`src/rtl/vcounter_sync.sv`:
```
// ---------------------------------------------------------------------------
// vcounter_sync
//
// Vertical line counter and sync/blanking generator for the discrete-logic
// Pong core. Counts V_TOTAL lines per frame, advancing once for every clock
// in which the horizontal counter's hreset pulse is high. It also generates
// horizontal/vertical blanking, horizontal/vertical sync and composite sync.
//
// Ports
//   clk7_159  in   pixel clock (7.159 MHz), all registers on rising edge
//   reset     in   asynchronous, active-high reset
//   hreset    in   line-end pulse from the horizontal counter
//   h16/h32/h64 in horizontal count taps (stable at posedge)
//   vcnt      out  vertical count 0..V_TOTAL-1 (vcnt[0] = v1, vcnt[8] = v256)
//   vreset    out  one-clock pulse when vcnt wraps to 0; _vreset complement
//   hblank    out  horizontal blanking; _hblank complement
//   vblank    out  vertical blanking; _vblank complement
//   hsync     out  horizontal sync, active-high
//   vsync     out  vertical sync, active-high
//   _sync     out  composite sync, active-low, serrated during vsync
// ---------------------------------------------------------------------------
module vcounter_sync #(
  parameter int V_TOTAL     = 262,
  parameter int VBLANK_END  = 16,
  parameter int VSYNC_START = 4,
  parameter int VSYNC_END   = 8,
  parameter int HBLANK_END  = 80
) (
  input  logic       clk7_159,
  input  logic       reset,
  input  logic       hreset,
  input  logic       h16,
  input  logic       h32,
  input  logic       h64,
  output logic [8:0] vcnt,
  output logic       vreset,
  output logic       _vreset,
  output logic       hblank,
  output logic       _hblank,
  output logic       vblank,
  output logic       _vblank,
  output logic       hsync,
  output logic       vsync,
  output logic       _sync
);

  localparam logic [8:0] V_LAST   = 9'(V_TOTAL - 1);
  localparam logic [8:0] VB_END   = 9'(VBLANK_END);
  localparam logic [8:0] VS_START = 9'(VSYNC_START);
  localparam logic [8:0] VS_END   = 9'(VSYNC_END);
  localparam logic [6:0] HB_END   = 7'(HBLANK_END);

  // Only the h16/h32/h64 taps are available, so the hblank end count is
  // decoded as the AND of the taps that are set in HBLANK_END (80 -> h16&h64).
  // Lower count bits are not visible here; the decode fires on the first h
  // value with those taps set, which is exactly HBLANK_END for 80.
  logic hblank_clear;

  always_comb begin
    hblank_clear = 1'b1;
    if (HB_END[4]) hblank_clear = hblank_clear & h16;
    if (HB_END[5]) hblank_clear = hblank_clear & h32;
    if (HB_END[6]) hblank_clear = hblank_clear & h64;
  end

  // Next-state logic
  logic       wrap;
  logic [8:0] vcnt_next;
  logic       vreset_next;
  logic       hblank_next;
  logic       hsync_next;
  logic       vblank_next;
  logic       vsync_next;

  always_comb begin
    wrap        = hreset && (vcnt == V_LAST);
    vcnt_next   = vcnt;
    vreset_next = 1'b0;
    hblank_next = hblank;
    vblank_next = vblank;

    // Line advance: step the vertical count, wrapping at the frame end.
    if (hreset) begin
      if (wrap) begin
        vcnt_next   = 9'd0;
        vreset_next = 1'b1;
      end else begin
        vcnt_next = vcnt + 9'd1;
      end
    end

    // Set on line advance wins over the clear decode at the same edge.
    if (hreset) begin
      hblank_next = 1'b1;
    end else if (hblank_clear) begin
      hblank_next = 1'b0;
    end

    // hsync is a window inside hblank: h = 32..63.
    hsync_next = hblank & h32 & ~h64;

    // Vertical blanking brackets lines 0..VBLANK_END-1.
    if (wrap) begin
      vblank_next = 1'b1;
    end else if (hreset && (vcnt_next == VB_END)) begin
      vblank_next = 1'b0;
    end

    // vsync follows the next count so it moves on the same edge as vcnt.
    vsync_next = vblank && (vcnt_next >= VS_START) && (vcnt_next < VS_END);
  end

  // State registers
  always_ff @(posedge clk7_159 or posedge reset) begin
    if (reset) begin
      vcnt   <= 9'd0;
      vreset <= 1'b0;
      hblank <= 1'b1;
      vblank <= 1'b1;
      hsync  <= 1'b0;
      vsync  <= 1'b0;
    end else begin
      vcnt   <= vcnt_next;
      vreset <= vreset_next;
      hblank <= hblank_next;
      vblank <= vblank_next;
      hsync  <= hsync_next;
      vsync  <= vsync_next;
    end
  end

  // Complement and composite outputs
  assign _vreset = ~vreset;
  assign _hblank = ~hblank;
  assign _vblank = ~vblank;
  // Equal hsync/vsync levels give 1: outside vsync _sync = ~hsync, during
  // vsync the hsync pulses show up inverted (serrations).
  assign _sync   = ~(hsync ^ vsync);

endmodule

```
`config.mk`:
```
export PLATFORM = sky130hd
export DESIGN_NAME = vcounter_sync
export DESIGN_NICKNAME = d
export VERILOG_FILES = /design/src/rtl/vcounter_sync.sv
export SDC_FILE = /design/constraint.sdc
export NUM_CORES = 1
export LEC_CHECK = 0
export CAP_MARGIN = 20
export CORE_ASPECT_RATIO = 1.25
export CORE_UTILIZATION = 49
export DETAILED_ROUTE_END_ITERATION = 10
export PLACE_DENSITY = 0.86
export SYNTH_ARGS = -nofsm -noshare
export SYNTH_HDL_FRONTEND = slang
export SYNTH_SLANG_ARGS = --single-unit
```
`constraint.sdc`:
```
create_clock -name clk7_159 -period 3.1 [get_ports clk7_159]
set_clock_uncertainty 0.1 [all_clocks]
set_input_delay 0.93 -clock clk7_159 [delete_from_list [all_inputs] [get_ports clk7_159]]
set_output_delay 0.93 -clock clk7_159 [all_outputs]
set_load 0.01 [all_outputs]
```
After elaboration in Yosys (flattened, before gate mapping):

Index checks and enable logic that the tools add are counted.

* flip-flop bits (word level): 14
* output and inout bits: 18
* word-level logic and storage cells: 34

* add/sub/neg operators: 1
* $lt $le $gt $ge: 2
* equal/unequal tests: 2
* muxes and demuxes: 8
* bitwise gates (word level): 9
* reduce and logical (&&, ||, !) cells: 6

Operators by type and width (count)
* $mux W9: 2
* $add A9 B1 Y9 const B: 1
* $eq A9 B5 Y1 const B: 1
* $eq A9 B9 Y1 const B: 1
* $ge A9 B3 Y1 const B: 1
* $lt A9 B4 Y1 const B: 1
* $mux W1: 6
* $not A1 Y1: 5
* $logic_and A1 B1 Y1: 4
* $reduce_bool A2 Y1: 2
* $and A1 B1 Y1: 3
* $xor A1 B1 Y1: 1

Longest topological paths before layout:

Gate-level depths: netlist of run 1.

* word-level depth: 8
* mapped depth: 7
* depth with buffers taken out: 7

Worst setup path after synthesis of run 1:

No wires, ideal clock.

* path kind: input port to flip-flop
* start point: in hreset
* end point: reg vsync
* data arrival time: 1843 ps
* setup slack: 1062 ps
* stages on the path: 5
* buffers on the path: 1
* cell sequence: buf_4 > nand4_2 > xnor2_1 > or3b_1 > nor4b_2

* word-level cells in the longest chain between the ends: 6

Ends and longest elaborated chain
* start: declaration: RTL line 31 `input logic hreset,`
* $logic_and A1 B1 Y1: RTL line 76 `wrap = hreset && (vcnt == V_LAST);`
* $mux W9: RTL line 84 `if (wrap) begin`
* $mux W9 (*): RTL line 83 `if (hreset) begin`
* named net vcnt_next[4]: RTL line 68 `logic [8:0] vcnt_next;`
* $ge A9 B3 Y1: RTL line 110 `vsync_next = vblank && (vcnt_next >= VS_START) && (vcnt_next < VS_END);`
* $logic_and A1 B1 Y1: RTL line 110
* $logic_and A1 B1 Y1 (*): RTL line 110
* named net vsync_next: RTL line 73 `logic vsync_next;`
* end signal: assignment: RTL line 128 `vsync <= vsync_next;`
* end: declaration: RTL line 43 `output logic vsync,`

The timed path passes the listed nets; every way through them passes the cells marked *.
A chain may end at the register's enable or synchronous reset.

Final worst setup path of run 1:

* start point: in hreset
* end point: reg vsync

* word-level cells in the longest chain between the ends: 6

Ends and longest elaborated chain (RTL line)
* $logic_and A1 B1 Y1: 76
* $mux W9: 84
* $mux W9 (*): 83
* $ge A9 B3 Y1: 110
* $logic_and A1 B1 Y1: 110
* $logic_and A1 B1 Y1 (*): 110
* named net vsync_next: 73

Marked as above.

==> results.cfg, run 1 <==
[outcome]
status = complete, no violations

[power_and_ir_drop]
powerDensity_nw_per_um2 = 641
ir_worst_vdd_mv = 0.516
leakage_uw = 0.000454

[clock_tree]
hold_buffers = 0
cts_buffers = 3
htreeDepth = 1
cts_sinks = 14
post_cts_resized = 0
clk_latency_ps = 280
root_buffer = clkbuf_4
postCtsSetupBuffers = 0
clockBufferDepth = 2
clkTransAtPathRegs_ps = 80
cts_tree = yes

[min_path]
hold_path_depth = 1
min_path_type = reg -> reg

[layout]
n_antenna_cell = 0
final_nets = 109
area_delta_synth_final_pct = 30.7
fillCellCount = 119
drive_gt1_frac = 0.130
final_cell_mix = clkdlybuf4s50_1, dfrtp_1, nor2_1, inv_1
final_common_cell = clkdlybuf4s50_1
fin_util = 0.726

[die]
core_area_sq_um = 1450
chipHeight_um = 47.2
die_w_um = 38.2
start_util = 0.555
die_area_sq_um = 1800
num_io_pins = 24
num_rows = 15

[critical_path]
path_buf_inv = 1
max_stage_delay_ps = 760
end_kind = register
worstRegToRegCells = 5
cp-start-kind = input port
critPathKind = in -> reg
cp.required_ps = 3190
crit_fanout = 13
path_depth = 5
crit_arrival_ps = 2740
reg2reg_setup_slack_ps = 1050
path_cells = clkdlybuf4s50_1 > nand4_1 > xor2_1 > or3b_1 > nor4b_2
critical-path-top-delay-family = simple AND/OR/NAND/NOR gates
cpMaxStageDelayCell = clkdlybuf4s50_1

[place]
preCtsSetupSlack_ps = 202
dp.final_hpwl_um = 1240
globalplace.congestion = 0.864
port_buffers = 23

[synth]
synthArstFlopShare = 1.00
synth_top_cell_area_share = 0.374
syn_inst = 77
synth_edf_count = 0
netlist_area_sq_um = 802
yosysSeqAreaShare = 0.440
synth_cell_types = 33
yosys.area.top_type = dfrtp_1
ys_ff_latch = 14
syn_avg_cell_area_sq_um = 10.4
synthTopCellsByArea = dfrtp_1, dfstp_2, xor2_1
synth_fp_nets = 85
synth_top_flop_cell = dfrtp_1
yosysWarningCount = 0

[sta]
tns_ps = 0
fin_crit_ps = 2650
fin_crit_sh = 0.854
slew_viol_final = 0
hold_viol_final = 0
max_freq_mhz = 378
setup_viol_count_final = 0
whs_ps = 420
slew_headroom = 0.661
tightest_slew_ps = 508
rsz0062_at_grt = no
worst_slack_ps = 454

[grt]
grt_pass1_vias = 611
gr-total-overflow = 0
grt_max_degree = 15
track_usage = 0.226
grt_pass1_wl_um = 2730
antenna_found_initial = 0

[routing]
wl_um = 1760
viasPerCell = 5.85
initialDrtViolationCount = 26
ant_nets = 0
drc = 0
first_pass_iters = 4
route.vias.total = 684
wl_per_cell_um = 15.1

[flow_run]
drv_cap = 0
[Yosys cell counts (2+ instances only)]
cell and instances:
a21o_1 2, inv_1 5, dfstp_2 2, nor2_1 7, buf_6 3, xor2_1 4, nand4b_1 2, a31oi_1 2
nand2_1 4, o21a_1 2, xnor2_1 3, dfrtp_1 12, ha_1 2, o21ai_0 2, nand3_1 3, nand4_1 2
nand2b_1 3, nand4_2 2
[metrics by stage]
| step | power, uW | cell area [sq um] | std cells |
|---|---|---|---|
| after floorplan | 452 | 802 | 77 |
| after global placement | 528 | 1010 | 113 |
| after detailed placement | 538 | 1010 | 113 |
| after CTS | 670 | 1050 | 117 |
| after global routing | 708 | 1050 | 117 |
| final | 672 | 1050 | 117 |
[final timing paths]
| kind | end | from |
|---|---|---|
| min in group asynchronous | vcnt[7]$_DFF_PP0_ | reset |
| min | hblank$_DFFE_PP1P_ | hblank$_DFFE_PP1P_ |
| max reg2reg | vsync$_DFF_PP0_ | vcnt[0]$_DFF_PP0_ |
| min reg2reg | hblank$_DFFE_PP1P_ | hblank$_DFFE_PP1P_ |
| max | vsync$_DFF_PP0_ | hreset |
| max in group asynchronous | vblank$_DFFE_PP1P_ | reset |
[cell families after synthesis]
logic type / Yosys count / share of synthesized area
xor+xnor: 7 / 0.0764
buf+inv: 10 / 0.0796
flops: 14 / 0.440
fa+ha+maj: 2 / 0.0312
compound gates: 11 / 0.0936
simple gates: 33 / 0.279
[worst register-to-register path: cells and delay by family, from the launching register on]
kind | cells | cell delay [ps]
DFF | 1 | 470
adders and majority gates | 1 | 350
AOI/OAI and AO/OA | 2 | 690
and+or+nand+nor | 2 | 340
[registers in the layout, summed over array words and instances, names as in the netlist]
signal  flops
vcnt        9
hblank      1
hsync       1
vblank      1
vreset      1
vsync       1
[power by group]
part | internal, uW | leakage (uW) | switching (uW)
clock network | 71.5 | 0.0000210 | 58.6
logic | 134 | 0.000255 | 106
registers | 218 | 0.000178 | 84.1
total | 424 | 0.000454 | 248
[cell type report]
| type | instances | area (sq um) | area share |
|---|---|---|---|
| Clock buffer | 4 | 36.3 | 0.0346 |
| Inverter | 6 | 22.5 | 0.0215 |
| Multi-Input combinational cell | 53 | 385 | 0.368 |
| Sequential cell | 14 | 353 | 0.337 |
| Tap cell | 17 | 21.3 | 0.0203 |
| Timing Repair Buffer | 23 | 230 | 0.220 |
[per-layer routing]
metal,GRT usage,vias up,share of wire
met5,0,-,0
met3,0.0284,7,0.057
li1,-,314,-
met2,0.403,43,0.51
met1,0.258,320,0.40
met4,0.129,0,0.031
Power figures use the tool's default switching activity.
==> inputs of run 2 (changes only) <==
--- a/config.mk
+++ b/config.mk
@@ -8,6 +8,7 @@
 export CAP_MARGIN = 20
 export CORE_ASPECT_RATIO = 1.25
 export CORE_UTILIZATION = 49
+export CTS_CLUSTER_DIAMETER = 200
 export DETAILED_ROUTE_END_ITERATION = 10
 export PLACE_DENSITY = 0.86
 export SYNTH_ARGS = -nofsm -noshare
==> results of run 2 <==
Same layout as run 1: the final DEF is identical, and so are final timing and power.
